**src/rtl/alu_4bit.sv**
```systemverilog
// alu_4bit: registered 4-bit ALU; in clk, rst, a_i, b_i, op_i; out result_o, carry_o, overflow_o, zero_o, negative_o
module alu_4bit (
  input  logic       clk,
  input  logic       rst,
  input  logic [3:0] a_i,
  input  logic [3:0] b_i,
  input  logic [3:0] op_i,
  output logic [3:0] result_o,
  output logic       carry_o,
  output logic       overflow_o,
  output logic       zero_o,
  output logic       negative_o
);
  logic [3:0] result_d, result_q;
  logic       carry_d, carry_q, overflow_d, overflow_q, zero_q, negative_q;
  logic [4:0] sum, diff;
  assign sum  = {1'b0, a_i} + {1'b0, b_i};
  assign diff = {1'b0, a_i} - {1'b0, b_i};
  always_comb begin
    result_d   = 4'h0;
    carry_d    = 1'b0;
    overflow_d = 1'b0;
    case (op_i)
      4'h0: begin
        result_d   = sum[3:0];
        carry_d    = sum[4];
        overflow_d = (a_i[3] == b_i[3]) && (sum[3] != a_i[3]);
      end
      4'h1: begin
        result_d   = diff[3:0];
        carry_d    = diff[4];
        overflow_d = (a_i[3] != b_i[3]) && (diff[3] != a_i[3]);
      end
      4'h2: result_d = a_i & b_i;
      4'h3: result_d = a_i | b_i;
      4'h4: result_d = a_i ^ b_i;
      4'h5: result_d = ~a_i;
      4'h6: {carry_d, result_d} = {a_i, 1'b0};
      4'h7: {result_d, carry_d} = {1'b0, a_i};
      4'h8: {result_d, carry_d} = {a_i[3], a_i};
      4'h9: {carry_d, result_d} = {a_i[3], a_i[2:0], a_i[3]};
      4'ha: {result_d, carry_d} = {a_i[0], a_i[3:1], a_i[0]};
      4'hb: begin
        result_d   = a_i + 4'd1;
        carry_d    = &a_i;
        overflow_d = a_i == 4'b0111;
      end
      4'hc: begin
        result_d   = a_i - 4'd1;
        carry_d    = ~|a_i;
        overflow_d = a_i == 4'b1000;
      end
      default: ;
    endcase
  end
  always_ff @(posedge clk) begin
    if (rst) begin
      result_q   <= 4'h0;
      carry_q    <= 1'b0;
      overflow_q <= 1'b0;
      zero_q     <= 1'b0;
      negative_q <= 1'b0;
    end else begin
      result_q   <= result_d;
      carry_q    <= carry_d;
      overflow_q <= overflow_d;
      zero_q     <= result_d == 4'h0;
      negative_q <= result_d[3];
    end
  end
  assign result_o   = result_q;
  assign carry_o    = carry_q;
  assign overflow_o = overflow_q;
  assign zero_o     = zero_q;
  assign negative_o = negative_q;
endmodule

```
**config.mk**
```make
export PLATFORM = sky130hd
export DESIGN_NAME = alu_4bit
export DESIGN_NICKNAME = d
export VERILOG_FILES = /design/src/rtl/alu_4bit.sv
export SDC_FILE = /design/constraint.sdc
export NUM_CORES = 1
export LEC_CHECK = 0
export CORE_MARGIN = 4
export CORE_UTILIZATION = 50
export DETAILED_ROUTE_END_ITERATION = 12
export GPL_ROUTABILITY_DRIVEN = 0
export PLACE_DENSITY_LB_ADDON = 0.1
export SLEW_MARGIN = 20
export SYNTH_ARGS = -nofsm -noshare
export SYNTH_HDL_FRONTEND = slang
export SYNTH_SLANG_ARGS = --single-unit
```
**constraint.sdc**
```tcl
create_clock -name clk -period 2.9 [get_ports clk]
set_input_delay 0.58 -clock clk [delete_from_list [all_inputs] [get_ports clk]]
set_output_delay 0.58 -clock clk [all_outputs]
set_load 0.005 [all_outputs]
```
# Word level (Yosys, flattened, before mapping)
# Index checks and enable logic that the tools add are counted.
[totals] ff_bits=8 out_inout_bits=8 in_bits=14
[classes] muxes=3 n_eq_ne=18 n_addsub=4 bitwise=4 n_reduce_logical=9
[op_table] op="4-bit one-hot mux with 13 select lines" count=1
[op_table] op="4-bit equality test (second input constant)" count=6
[op_table] op="4-bit by 3-bit equality test with 1-bit output (second input constant)" count=5
[op_table] op="4-bit by 2-bit equality test with 1-bit output (second input constant)" count=2
[op_table] op="4-bit logical NOT" count=2
[op_table] op="1-bit one-hot mux with 6 select lines" count=1
[op_table] op="4-bit by 4-bit adder with 5-bit output" count=1
[op_table] op="4-bit by 4-bit subtractor with 5-bit output" count=1
[op_table] op="4-bit by 1-bit adder with 4-bit output (second input constant)" count=1
[op_table] op="4-bit AND" count=1
[op_table] op="4-bit by 1-bit equality test with 1-bit output (second input constant)" count=1
[op_table] op="4-bit inverter" count=1
[op_table] op="4-bit bitwise OR" count=1
[op_table] op="1-bit one-hot mux with 4 select lines" count=1
[op_table] op="4-bit AND reduction" count=1
[op_table] op="4-bit OR reduction" count=1
[op_table] op="4-bit by 1-bit subtractor with 4-bit output (second input constant)" count=1
[op_table] op="4-bit XOR" count=1
[op_table] op="1-bit inequality test" count=3
[op_table] op="3-bit OR reduction" count=1
[op_table] op="1-bit logical AND" count=2
[op_table] op="2-bit OR reduction" count=1
[op_table] op="1-bit equality test" count=1
[op_table] op="1-bit logical NOT" count=1

# Longest topological paths before layout
# Gate-level depths: netlist of the first run.
[logic_depth] depth_word=4 mapped_depth=10 ltp_nobuf=10

# Least setup slack after synthesis of the first run
# OpenSTA, ideal clock, no wires.
[synth_path] path_type="input -> register" from="input port a_i[2]" to="register zero_q (netlist: zero_o)" required_ns=2.812 n_path_buf=1 arrival_ns=2.272 stages=9 slack_ns=0.540 cell_sequence="clkbuf_1 -> inv_1 -> ha_1 -> inv_1 -> a21oi_1 -> xnor2_1 -> o2111ai_1 -> a211o_1 -> nor4_2"
[synth_between] elab_chain_cells=3 elab_cells_between_ends=10
[synth_lines] element="start: declaration" line_no="5" text="input logic [3:0] a_i,"
[synth_lines] element="4-bit by 1-bit subtractor with 4-bit output, or another cell as far along" line_no="49" text="result_d = a_i - 4'd1;"
[synth_lines] element="4-bit one-hot mux with 13 select lines *" line_no="23" text="case (op_i)"
[synth_lines] element="4-bit logical NOT *" line_no="67" text="zero_q <= result_d == 4'h0;"
[synth_lines] element="end signal: assignment" line_no="61" text="zero_q <= 1'b0;"
[synth_lines] element="end signal: assignment" line_no="67"
[synth_lines] element="end: declaration" line_no="15" text="logic carry_d, carry_q, overflow_d, overflow_q, zero_q, negative_q;"
# Mark *: on every way between the ends. The rest lies on a longest branch, timed or not.
# A chain may end at the register's enable or synchronous reset.

# Final worst setup path of the first run
[layout_path] from="input port a_i[0]" to="register zero_q (netlist: zero_o)"
# Same word-level chain as after synthesis.

==> flow_summary_export.csv, run 1 <==
group,metric,value,unit
global_route,grt_antenna_before_repair,0,
global_route,grt_max_degree,26,
clock_network,hold_buffers,0,
yosys,seq_area_frac_synth,11.43,%
die,rows,17,
power,peakVddDrop,0.0002440,V
placement,place_inst,218,
power,combPwrFrac,52.0,%
clock_network,clock_sinks,7,
timing,hold_viol,0,
yosys,synthesis.area,0.001226,mm^2
final_layout,drive_above_1_share,13.40,%
setup_path,critPathKind,"in -> reg",
die,io_pins,22,
global_route,grt_pass1_vias,1269,
setup_path,worst_setup_path_end_kind,"flop",
timing,relSlewSlack,63.26,%
routing,drc,0,
worst_hold_path,worstHoldPathType,"in -> reg",
placement,dp_hpwl,2713,um
timing,tns,0,ns
power,swShare,35.55,%
die,die_x,57.52,um
setup_path,cp_slowest_cell,"clkdlybuf4s50_1",
setup_path,startpoint_type,"input pin",
power,p_leak,0.6705,nW
setup_path,crit_fanout,3,
timing,drv_slew,0,
global_route,grt_pass1_wl,5651,um
power,power.internal,261.2,uW
yosys,synth-seq-cells,7,
setup_path,crit_family,"buffers and inverters",
setup_path,crit_top_cell,"inv_1",
flow_run,drv_cap,0,
global_route,grt_usage,21.27,%
final_layout,n_antenna_cell,0,
yosys,synth_flop_cell,"dfxtp_1",
timing,rsz0062_at_grt,"no",
power,p_per_area,261.8,mW/mm^2
clock_network,cts-root-buf,"clkbuf_4",
routing,wire_per_inst,15.00,um
clock_network,cts_buffer_depth,2,
die,coreArea,0.002276,mm^2
setup_path,cp.arrival,2.85,ns
global_route,grt_overflow,0,
die,dieArea,0.003309,mm^2
yosys,syn-instance-count,165,
timing,fin_crit_sh,92.66,%
timing,max_freq,372.1,MHz
clock_network,cts.repair.resized,0,
final_layout,syn2layout_area_growth,26.22,%
routing,drtIter0Drc,63,
yosys,synth-edff-count,0,
routing,ant_nets,0,
timing,finalCriticalPeriod,2.687,ns
setup_path,slowest_delay,0.51,ns
yosys,async_reset_ff_share,0,%
routing,first_pass_iters,4,
clock_network,post_cts_buffers,0,
routing,via_per_inst,5.986,
die,die_h,57.52,um
clock_network,htreeDepth,1,
setup_path,path_buf_inv,3,
routing,vias,1329,
power,power_frac_seq,26.0,%
placement,io_buffers,21,
clock_network,clk_pin_slew_worst_paths,0.05,ns
yosys,yosysWarnings,0,
routing,routed_wirelength,3330,um
yosys,syn_nets,194,
die,initial_core_util,53.88,%
clock_network,numCtsBuffers,3,
yosys,ys_types,52,
timing,worst_pin_slew,0.5499,ns
clock_network,cts_tree,"yes",
final_layout,nNetsFinal,224,
setup_path,required,3.06,ns
power,power.share.clock,22.0,%
status,status,"complete, no violations",
final_layout,stdcell_count,222,
yosys,avgSynthCellArea,7.431,um^2
timing,finalSetupViolCount,0,
setup_path,cp_cell_sequence,"clkdlybuf4s50_1 > inv_1 > ha_1 > inv_1 > fa_1 > mux4_2 > nor2_1 > a2111oi_0 > a21o_1 > nor4_2",
power,power_switching,144.1,uW
==> power groups by stage <==
stage | sequential [mW] | combinational, mW | clock, mW
finish | 0.105 | 0.211 | 0.0891
global route | 0.106 | 0.231 | 0.102
CTS | 0.106 | 0.209 | 0.0929
detailed placement | 0.108 | 0.208 | 0
global placement | 0.107 | 0.205 | 0
floorplan | 0.109 | 0.123 | 0
==> layout make-up <==
class,instances,area [um^2]
Tap cell,28,35.03
Multi-Input combinational cell,136,978.4
Timing Repair Buffer,37,330.3
Fill cell,211,728.2
Clock buffer,4,26.28
Sequential cell,7,140.1
Inverter,10,37.54
==> worst paths after layout <==
check	endpoint	depth (start not counted)	startpoint	slack, ns
max	zero_o	10	a_i[0]	0.21
min	result_o[0]	2	rst	1.03
==> layer usage <==
metal / global-route usage (%) / wire length (um) / vias to the layer above
met1: 27.99 / 1450 / 609
met5: 0 / 0 / -
met2: 35.81 / 1626 / 62
li1: - / - / 652
met3: 3.620 / 214 / 6
met4: 5.298 / 38 / 0
==> cell usage after synthesis, types with 5 or more instances <==
| cell | count | share of area [%] |
|---|---|---|
| a21o_1 | 5 | 3.1 |
| a21oi_1 | 10 | 4.1 |
| buf_2 | 5 | 2.0 |
| dfxtp_1 | 7 | 11 |
| ha_1 | 13 | 13 |
| inv_1 | 10 | 3.1 |
| nand2_1 | 15 | 4.6 |
| nand2b_1 | 5 | 2.6 |
| nor2_1 | 11 | 3.4 |
| nor2b_1 | 8 | 4.1 |
| nor3_1 | 6 | 2.4 |
| o21ai_0 | 8 | 3.3 |
==> stage by stage <==
stage                     cell area (um^2)  hold WS [ns]  power, mW  util [%]  worst slack, ns
after floorplan                       1226        0.6494     0.2320         -           0.5405
after global placement                1521         1.288     0.3124     66.85       -0.0008116
after detailed placement              1521         1.275     0.3160     66.85         -0.03499
after CTS                             1548         1.019     0.4078     68.00           0.2086
after global routing                  1548         1.080     0.4393     68.00           0.1094
final                                 1548         1.030     0.4053     68.00           0.2128
==> state kept, by name, summed over array words and instances (netlist names) <==
| name | count |
|---|---|
| result_o | 4 |
| zero_o | 1 |
| carry_o | 1 |
| overflow_o | 1 |
==> cells by family (layout without fill, tap and decap cells) <==
logic type	Yosys count	after routing	synth area share (%)
AO/OA/AOI/OAI	46	46	25.92
multiplexers	3	3	3.469
AND/OR/NAND/NOR	67	67	30.31
flip-flops	7	7	11.43
XOR/XNOR	5	5	3.571
adder cells (fa/ha/maj)	15	15	16.53
buffers and inverters	22	51	8.775
==> layout by cell type, fill, tap and decap left out, types with 3 or more instances in the layout <==
master,instances
a211oi_1,3
a21o_1,5
a21oi_1,10
a31oi_1,3
buf_4,16
clkbuf_4,3
clkdlybuf4s50_1,21
dfxtp_1,7
ha_1,13
inv_1,10
nand2_1,15
nand2b_1,5
nand3_1,3
nor2_1,11
nor2b_1,8
nor3_1,6
nor3b_1,4
o21ai_0,8
xnor2_1,4
Note: power is estimated with default switching activity, not from simulation.
==> inputs of run 2 (changes only) <==
CORE_MARGIN = not set   (was 4)
==> flow_summary_export.csv, run 2 (synthesized netlist as in run 1, its figures left out) <==
group,metric,value,unit
setup_path,slowest_delay,0.51,ns
routing,drc,0,
power,p_leak,0.6611,nW
timing,hold_viol,0,
die,die_h,51.52,um
placement,dp_slack,-0.07011,ns
setup_path,cp_cell_sequence,"clkdlybuf4s50_1 > inv_1 > ha_1 > inv_1 > fa_1 > mux4_2 > nor2_1 > a2111oi_0 > a21o_1 > nor4_2",
setup_path,required,3.07,ns
global_route,grt_pass1_wl,5464,um
global_route,grt_usage,27.35,%
clock_network,numCtsBuffers,3,
die,initial_core_util,54.38,%
setup_path,critPathKind,"in -> reg",
timing,drv_slew,0,
clock_network,post_cts_buffers,0,
die,die_x,51.52,um
clock_network,cts.repair.resized,0,
routing,first_pass_iters,4,
setup_path,path_buf_inv,3,
setup_path,cp_slowest_cell,"clkdlybuf4s50_1",
power,p_per_area,263.1,mW/mm^2
flow_run,drv_cap,0,
final_layout,n_antenna_cell,0,
timing,rsz0062_at_grt,"no",
setup_path,startpoint_type,"input pin",
clock_network,cts-root-buf,"clkbuf_4",
routing,routed_wirelength,3281,um
global_route,grt_pass1_vias,1240,
timing,max_freq,369.2,MHz
worst_hold_path,hold_path_end,"result_o[0]",
final_layout,largest_reg_flops,4,
power,peakVddDrop,0.0003527,V
placement,io_buffers,21,
setup_path,crit_family,"buffers and inverters",
setup_path,worst_setup_path_end_kind,"flop",
timing,finalCriticalPeriod,2.708,ns
routing,ant_nets,0,
setup_path,crit_fanout,3,
final_layout,final_common_cell,"clkdlybuf4s50_1",
clock_network,clock_sinks,7,
routing,via_per_inst,6.168,
global_route,grt_max_degree,28,
global_route,grt_antenna_before_repair,0,
routing,wire_per_inst,14.91,um
status,status,"complete, no violations",
worst_hold_path,holdCritStartpoint,"rst",
timing,relSlewSlack,66.86,%
die,dieArea,0.002654,mm^2
final_layout,drive_above_1_share,12.50,%
clock_network,htreeDepth,1,
clock_network,clk_pin_slew_worst_paths,0.05,ns
worst_hold_path,hold_depth,2,
timing,worst_pin_slew,0.4905,ns
clock_network,hold_buffers,0,
timing,finalSetupViolCount,0,
global_route,grt_overflow,0,
die,coreArea,0.002255,mm^2
timing,setup_ws,0.1917,ns
timing,fin_crit_sh,93.39,%
routing,drtIter0Drc,61,
timing,timing.hold.ws,1.061,ns
die,io_pins,22,
setup_path,crit_top_cell,"inv_1",
final_layout,syn2layout_area_growth,25.00,%
setup_path,cp.arrival,2.88,ns
final_layout,nNetsFinal,222,
clock_network,cts_tree,"yes",
clock_network,cts_buffer_depth,2,
placement,dp_hpwl,2511,um
final_layout,final_cell_mix,"clkdlybuf4s50_1, nand2_1, buf_4",
routing,vias,1357,
die,rows,17,
worst_hold_path,worstHoldPathType,"in -> reg",
-- run 2: cell type report --
class / instances / area (um^2)
Inverter: 10 / 37.54
Tap cell: 28 / 35.03
Multi-Input combinational cell: 136 / 978.4
Sequential cell: 7 / 140.1
Clock buffer: 4 / 26.28
Timing Repair Buffer: 35 / 315.3
Fill cell: 194 / 721.9
-- run 2: worst max-delay path by stage --
stage | start | slack [ns] | endpoint | cells past startpoint
finish | a_i[0] | 0.19 | zero_o | 10
floorplan | a_i[2] | 0.54 | zero_o | 9
CTS | a_i[0] | 0.19 | zero_o | 10
global route | a_i[0] | 0.06 | zero_o | 10
detailed placement | a_i[0] | -0.07 | zero_o | 10
global placement | a_i[0] | -0.006 | zero_o | 10
-- run 2: power by group --
part           internal (mW)  switching, mW  total (mW)  leakage, nW
sequential             0.104        0.00205       0.106       0.0575
combinational          0.103          0.105       0.208        0.589
clock                 0.0526         0.0371      0.0897       0.0150
total                  0.259          0.144       0.403        0.661
-- run 2: metrics by stage --
step	TNS [ns]	area (um^2)	total power, mW	util [%]	instances
after global placement	-0.005871	1506	0.3077	66.81	216
after global routing	0	1533	0.4306	67.98	220
after CTS	0	1533	0.4049	67.98	220
final	0	1533	0.4032	67.98	220
after floorplan	0	1226	0.2320	-	165
after detailed placement	-0.1032	1506	0.3128	66.81	216
-- run 2: layer usage --
metal	up-vias	global-route usage, %	wire length [um]
met2	74	46.10	1592
met4	0	4.955	22
met1	625	35.60	1398
met3	6	6.433	267
li1	652	-	-
met5	-	0	0
==> inputs of run 3 (changes only) <==
HOLD_SLACK_MARGIN = 0.15   (was not set)
==> results of run 3 <==
No change in the layout: final DEF, timing and power equal those of run 2.
